===== src/rtl/bram_port_arbiter.sv =====
// Round-robin arbiter sharing one BRAM port among N_REQ requesters, with read-valid steering.
// Optional grant locking is compiled in with `define BRAM_ARB_LOCK_EN.
module bram_port_arbiter #(
  parameter int N_REQ          = 2,
  parameter int ADDR_BITW      = 32,
  parameter int DATA_BITW      = 32,
  parameter int RD_LAT         = 1,
  parameter int MAX_LOCK_BEATS = 8
) (
  input  logic                           Clk_C,
  input  logic                           Rst_R,
  input  logic [N_REQ-1:0]               Req_S,
  output logic [N_REQ-1:0]               Gnt_S,
  input  logic [N_REQ*ADDR_BITW-1:0]     Addr_S,
  input  logic [N_REQ*DATA_BITW/8-1:0]   WrEn_S,
  input  logic [N_REQ*DATA_BITW-1:0]     Wr_D,
  output logic [DATA_BITW-1:0]           Rd_D,
  output logic [N_REQ-1:0]               RdValid_S,
`ifdef BRAM_ARB_LOCK_EN
  input  logic [N_REQ-1:0]               Lock_S,
`endif
  output logic                           BramEn_S,
  output logic [ADDR_BITW-1:0]           BramAddr_S,
  output logic [DATA_BITW/8-1:0]         BramWrEn_S,
  output logic [DATA_BITW-1:0]           BramWr_D,
  input  logic [DATA_BITW-1:0]           BramRd_D
);

  localparam int ID_W = (N_REQ > 1) ? $clog2(N_REQ) : 1;
  localparam int BE_W = DATA_BITW / 8;

  logic [ADDR_BITW-1:0] addr_a [N_REQ];
  logic [BE_W-1:0]      wren_a [N_REQ];
  logic [DATA_BITW-1:0] wdat_a [N_REQ];

  logic [ID_W-1:0] ptr_q;
  logic [ID_W-1:0] ptr_d;
  logic [ID_W-1:0] gnt_id;
  logic            gnt_found;
  logic            lock_hit;
  logic            rd_push;

  logic [RD_LAT-1:0] rd_vld_q;
  logic [ID_W-1:0]   rd_id_q [RD_LAT];

  genvar gi;
  generate
    for (gi = 0; gi < N_REQ; gi++) begin : g_req
      assign addr_a[gi]    = Addr_S[gi*ADDR_BITW +: ADDR_BITW];
      assign wren_a[gi]    = WrEn_S[gi*BE_W +: BE_W];
      assign wdat_a[gi]    = Wr_D[gi*DATA_BITW +: DATA_BITW];
      assign Gnt_S[gi]     = gnt_found && (gnt_id == ID_W'(gi));
      assign RdValid_S[gi] = rd_vld_q[RD_LAT-1] && (rd_id_q[RD_LAT-1] == ID_W'(gi));
    end
  endgenerate

`ifdef BRAM_ARB_LOCK_EN
  localparam int CNT_W = $clog2(MAX_LOCK_BEATS) + 1;

  logic             holder_vld_q;
  logic [ID_W-1:0]  holder_q;
  logic [CNT_W-1:0] lock_cnt_q;

  // lock_cnt_q counts locked re-grants, so total consecutive grants is lock_cnt_q + 1
  assign lock_hit = holder_vld_q && Req_S[holder_q] && Lock_S[holder_q] &&
                    (lock_cnt_q < CNT_W'(MAX_LOCK_BEATS - 1));

  always_ff @(posedge Clk_C or posedge Rst_R) begin
    if (Rst_R) begin
      holder_vld_q <= 1'b0;
      holder_q     <= '0;
      lock_cnt_q   <= '0;
    end else begin
      holder_vld_q <= gnt_found;
      holder_q     <= gnt_id;
      lock_cnt_q   <= lock_hit ? lock_cnt_q + CNT_W'(1) : '0;
    end
  end
`else
  assign lock_hit = 1'b0;
`endif

  // Scan Ptr, Ptr+1, ... and take the first requester; an active lock overrides the scan
  always_comb begin
    gnt_found = 1'b0;
    gnt_id    = '0;
    for (int k = 0; k < N_REQ; k++) begin
      if (!gnt_found && Req_S[(int'(ptr_q) + k) % N_REQ]) begin
        gnt_found = 1'b1;
        gnt_id    = ID_W'((int'(ptr_q) + k) % N_REQ);
      end
    end
    if (lock_hit) begin
      gnt_found = 1'b1;
      gnt_id    = holder_q_sel();
    end
  end

  function automatic logic [ID_W-1:0] holder_q_sel();
`ifdef BRAM_ARB_LOCK_EN
    return holder_q;
`else
    return ptr_q;
`endif
  endfunction

  always_comb begin
    ptr_d = ptr_q;
    if (gnt_found && !lock_hit) begin
      ptr_d = (gnt_id == ID_W'(N_REQ - 1)) ? '0 : gnt_id + ID_W'(1);
    end
  end

  assign BramEn_S   = gnt_found;
  assign BramAddr_S = gnt_found ? addr_a[gnt_id] : '0;
  assign BramWrEn_S = gnt_found ? wren_a[gnt_id] : '0;
  assign BramWr_D   = gnt_found ? wdat_a[gnt_id] : '0;
  assign Rd_D       = BramRd_D;
  assign rd_push    = gnt_found && (BramWrEn_S == '0);

  always_ff @(posedge Clk_C or posedge Rst_R) begin
    if (Rst_R) begin
      ptr_q    <= '0;
      rd_vld_q <= '0;
      for (int s = 0; s < RD_LAT; s++) rd_id_q[s] <= '0;
    end else begin
      ptr_q       <= ptr_d;
      rd_vld_q[0] <= rd_push;
      rd_id_q[0]  <= gnt_id;
      for (int s = 1; s < RD_LAT; s++) begin
        rd_vld_q[s] <= rd_vld_q[s-1];
        rd_id_q[s]  <= rd_id_q[s-1];
      end
    end
  end

endmodule

===== config.mk =====
export PLATFORM = sky130hd
export DESIGN_NAME = bram_port_arbiter
export DESIGN_NICKNAME = d
export VERILOG_FILES = /design/src/rtl/bram_port_arbiter.sv
export SDC_FILE = /design/constraint.sdc
export NUM_CORES = 1
export LEC_CHECK = 0
export BUFFER_PORTS_ARGS = -buffer_cell sky130_fd_sc_hd__buf_2
export CAP_MARGIN = 20
export CORE_AREA = 2 2 108 110
export CTS_CLUSTER_DIAMETER = 100
export CTS_CLUSTER_SIZE = 28
export DETAILED_ROUTE_END_ITERATION = 10
export DIE_AREA = 0 0 110 112
export GPL_TIMING_DRIVEN = 1
export PLACE_DENSITY = 0.43
export REMOVE_ABC_BUFFERS = 1
export SETUP_SLACK_MARGIN = 0.3
export SLEW_MARGIN = 20
export SYNTH_ARGS = -nofsm -noshare
export SYNTH_HDL_FRONTEND = slang
export SYNTH_SLANG_ARGS = --single-unit

===== constraint.sdc =====
create_clock -name Clk_C -period 1.8 [get_ports Clk_C]
set_input_delay 0 -clock Clk_C [delete_from_list [all_inputs] [get_ports Clk_C]]
set_output_delay 0 -clock Clk_C [all_outputs]
set_load 0.005 [all_outputs]

==> flow_metrics.env <==
export IMPL_leakagePower_nw=1.54
export IMPL_gp_congestion=0.715
export IMPL_synth_top_flop_cell="dfrtp_1"
export IMPL_seqPwrFrac_pct=6.7
export IMPL_portBuffers=212
export IMPL_gr_total_overflow=0
export IMPL_cap_violations=0
export IMPL_vias_per_cell=4.00
export IMPL_hold_class="in2out"
export IMPL_yosysMostFrequentCell="nand2_1"
export IMPL_p_clk_share_pct=29.8
export IMPL_die_height_um=112
export IMPL_synth_area_leader_cell="nand2_1"
export IMPL_clk_pin_slew_ns=0.03
export IMPL_finalSetupViolations=0
export IMPL_grt_max_degree=45
export IMPL_syn_area_um2=1330
export IMPL_tightestPinTransition_ns=0.398
export IMPL_switching_power_uw=408
export IMPL_die_w_um=110
export IMPL_drtIter0Drc=85
export IMPL_multi_input_area_um2=961
export IMPL_first_pass_iters=4
export IMPL_fin_skew_ns=0.000671
export IMPL_synth_cell_types=19
export IMPL_synth_async_reset_ratio_pct=100
export IMPL_drc=0
export IMPL_rows=39
export IMPL_cts_sinks=3
export IMPL_synthTopCellsByCount="nand2_1 (128), o21ai_0 (41), buf_4 (32)"
export IMPL_first_global_vias=2085
export IMPL_ant_nets=0
export IMPL_cts_root_buf="clkbuf_16"
export IMPL_cp_data_required_time_ns=1.93
export IMPL_yosys_top_cells_area="nand2_1 (36%), buf_4 (18%), o21ai_0 (15%)"
export IMPL_yosys_warnings=0
export IMPL_pre_cts_ws_ns=0.265
export IMPL_power_density_nw_per_um2=450
export IMPL_yosysSeqAreaShare_pct=5.63
export IMPL_cts_made_buffers=3
export IMPL_num_fill_cells=1251
export IMPL_power_switching_share_pct=34.6
export IMPL_cts_tree="done"
export IMPL_wl_per_cell_um=12.9
export IMPL_cp_start_kind="register"
export IMPL_min_period_ns=1.49
export IMPL_io_pins=277
export IMPL_fin_crit_sh_pct=82.8
export IMPL_grt_pass1_wl_um=9710
export IMPL_relSlewSlack_pct=73.4
export IMPL_layout_nets=618
export IMPL_path_class="reg2reg"
export IMPL_hold_violations=0
export IMPL_slew_viol_final=0
export IMPL_antenna_found_initial=0
export IMPL_dp_hpwl_um=5560
export IMPL_rsz0062_at_grt="yes"
export IMPL_syn_inst=265
export IMPL_drive_gt1_share_pct=54.4
export IMPL_combPwrFrac_pct=63.6
export IMPL_regArea_um2=75.1
export IMPL_peakVddDrop_mv=0.236
export IMPL_gr_usage_all_layers_pct=10.2
export IMPL_die_area_um2=12300
export IMPL_clock_latency_ns=0.22
export IMPL_core_region_area_um2=11200
export IMPL_areaGrowthSynthToFinish_pct=96.6
export IMPL_cts_max_path_buffers=2
export IMPL_cp_arrival_ns=1.62
export IMPL_antenna_cells=0
export IMPL_finalWirelength_um=7590
export IMPL_synth_top_area_share_pct=36.1
export IMPL_crit_fanout=5
export IMPL_avgSynthCellArea_um2=5.03
export IMPL_total_power_mw=1.18
export IMPL_timing_fmax_ghz=0.671
export IMPL_start_util_pct=11.9
export IMPL_end_kind="register"
export IMPL_vias=2352
export IMPL_synth_edf_count=0
export IMPL_yosys_register_bits=3
export IMPL_status="finished clean"
export IMPL_finalWorstSetupSlack_ns=0.309
export IMPL_internal_power_uw=771
export IMPL_htree_levels=1
-- kinds of logic after synthesis --
kind of cell / after synthesis / share of synthesized area, %
and+or+nand+nor: 136 / 40.3
DFF: 3 / 5.63
buffers and inverters: 55 / 25.6
AOI/OAI and AO/OA: 71 / 28.5
-- area by class of cell --
class,count,share of cell area [%]
timing repair buffer,228,50.5
multi-input combinational,209,36.7
tap,143,6.83
clock buffer,4,3.01
sequential,3,2.87
inverter,1,0.143
-- flip-flops by register name, summed over array words and instances (netlist names) --
signal    cells
ptr_q         1
rd_vld_q      1
rd_id_q       1
-- path summary, 6_finish.rpt --
kind / start / to / slack (ns) / cells after the start
max in group asynchronous: Rst_R / rd_vld_q$_DFF_PP0_ / 1.48 / 3
max reg2reg: ptr_q$_DFFE_PP0P_ / rd_vld_q$_DFF_PP0_ / 0.31 / 5
min reg2reg: ptr_q$_DFFE_PP0P_ / ptr_q$_DFFE_PP0P_ / 0.57 / 2
max: ptr_q$_DFFE_PP0P_ / rd_vld_q$_DFF_PP0_ / 0.31 / 5
min: BramRd_D[0] / Rd_D[0] / 0.00004 / 0
min in group asynchronous: Rst_R / ptr_q$_DFFE_PP0P_ / 0.19 / 3
-- power groups by stage --
| stage | logic (mW) | clock network, mW | registers (mW) |
|---|---|---|---|
| after floorplan | 0.264 | 0 | 0.0797 |
| after detailed placement | 0.625 | 0 | 0.0802 |
| after global placement | 0.623 | 0 | 0.0802 |
| after CTS | 0.679 | 0.357 | 0.0785 |
| final | 0.749 | 0.351 | 0.0785 |
| after global routing | 0.842 | 0.363 | 0.0790 |
-- per-layer routing --
layer  GRT usage [%]  vias to the layer above  share of wire (%)
met3            5.91                        6                 14
met5            4.62                        -               0.83
met2            16.8                      170                 45
met4            1.77                        2               0.53
li1                -                     1187                  -
met1            11.0                      987                 40
-- worst max-delay path: stages (launching register included) --
cell and delay [ns]:
dfrtp_1 0.37, nand2b_4 0.17, and2_4 0.17, buf_6 0.12, a221o_1 0.35, nor4b_2 0.21
-- stage by stage --
| stage | cells | setup TNS (ns) | hold slack (ns) | instance area, um2 | utilization (%) |
|---|---|---|---|---|---|
| 5_1_grt | 588 | 0 | 0.0000348 | 2620 | 23.4 |
| 6_report | 588 | 0 | 0.0000429 | 2620 | 23.4 |
| 3_5_place_dp | 572 | 0 | -0.126 | 2290 | 20.5 |
| 4_1_cts | 581 | 0 | 0.0000381 | 2470 | 22.1 |
| 2_1_floorplan | 211 | -76.42 | -0.246 | 995 | - |
| 3_3_place_gp | 572 | 0 | -0.127 | 2290 | 20.5 |
-- repair_timing --
action                                  in CTS  in global routing
hold buffers                                 1                  0
resized for setup                           10                 24
gates cloned                                 1                  7
endpoints found under the hold margin        3                  0
setup buffers                                3                  0
endpoints found under the setup margin      57                 61
pin swaps                                    1                  0
-- cells in the final DEF, fill, tap and decap left out --
master / count
nor2b_1: 1
a221o_1: 1
and2_1: 2
buf_2: 212
buf_4: 4
a21oi_1: 1
buf_12: 3
nor2_1: 1
nor4b_2: 1
inv_1: 1
o21ai_0: 22
buf_6: 3
o21ai_2: 1
clkbuf_16: 7
nand2b_4: 1
a21boi_2: 1
dlygate4sd3_1: 1
buf_16: 1
dfrtp_1: 3
clkbuf_1: 1
o21ai_1: 41
a22o_1: 3
nand2_2: 4
a32o_1: 1
nand2_1: 124
and2_4: 3
or2_2: 1
(Power assumes the default switching activity.)
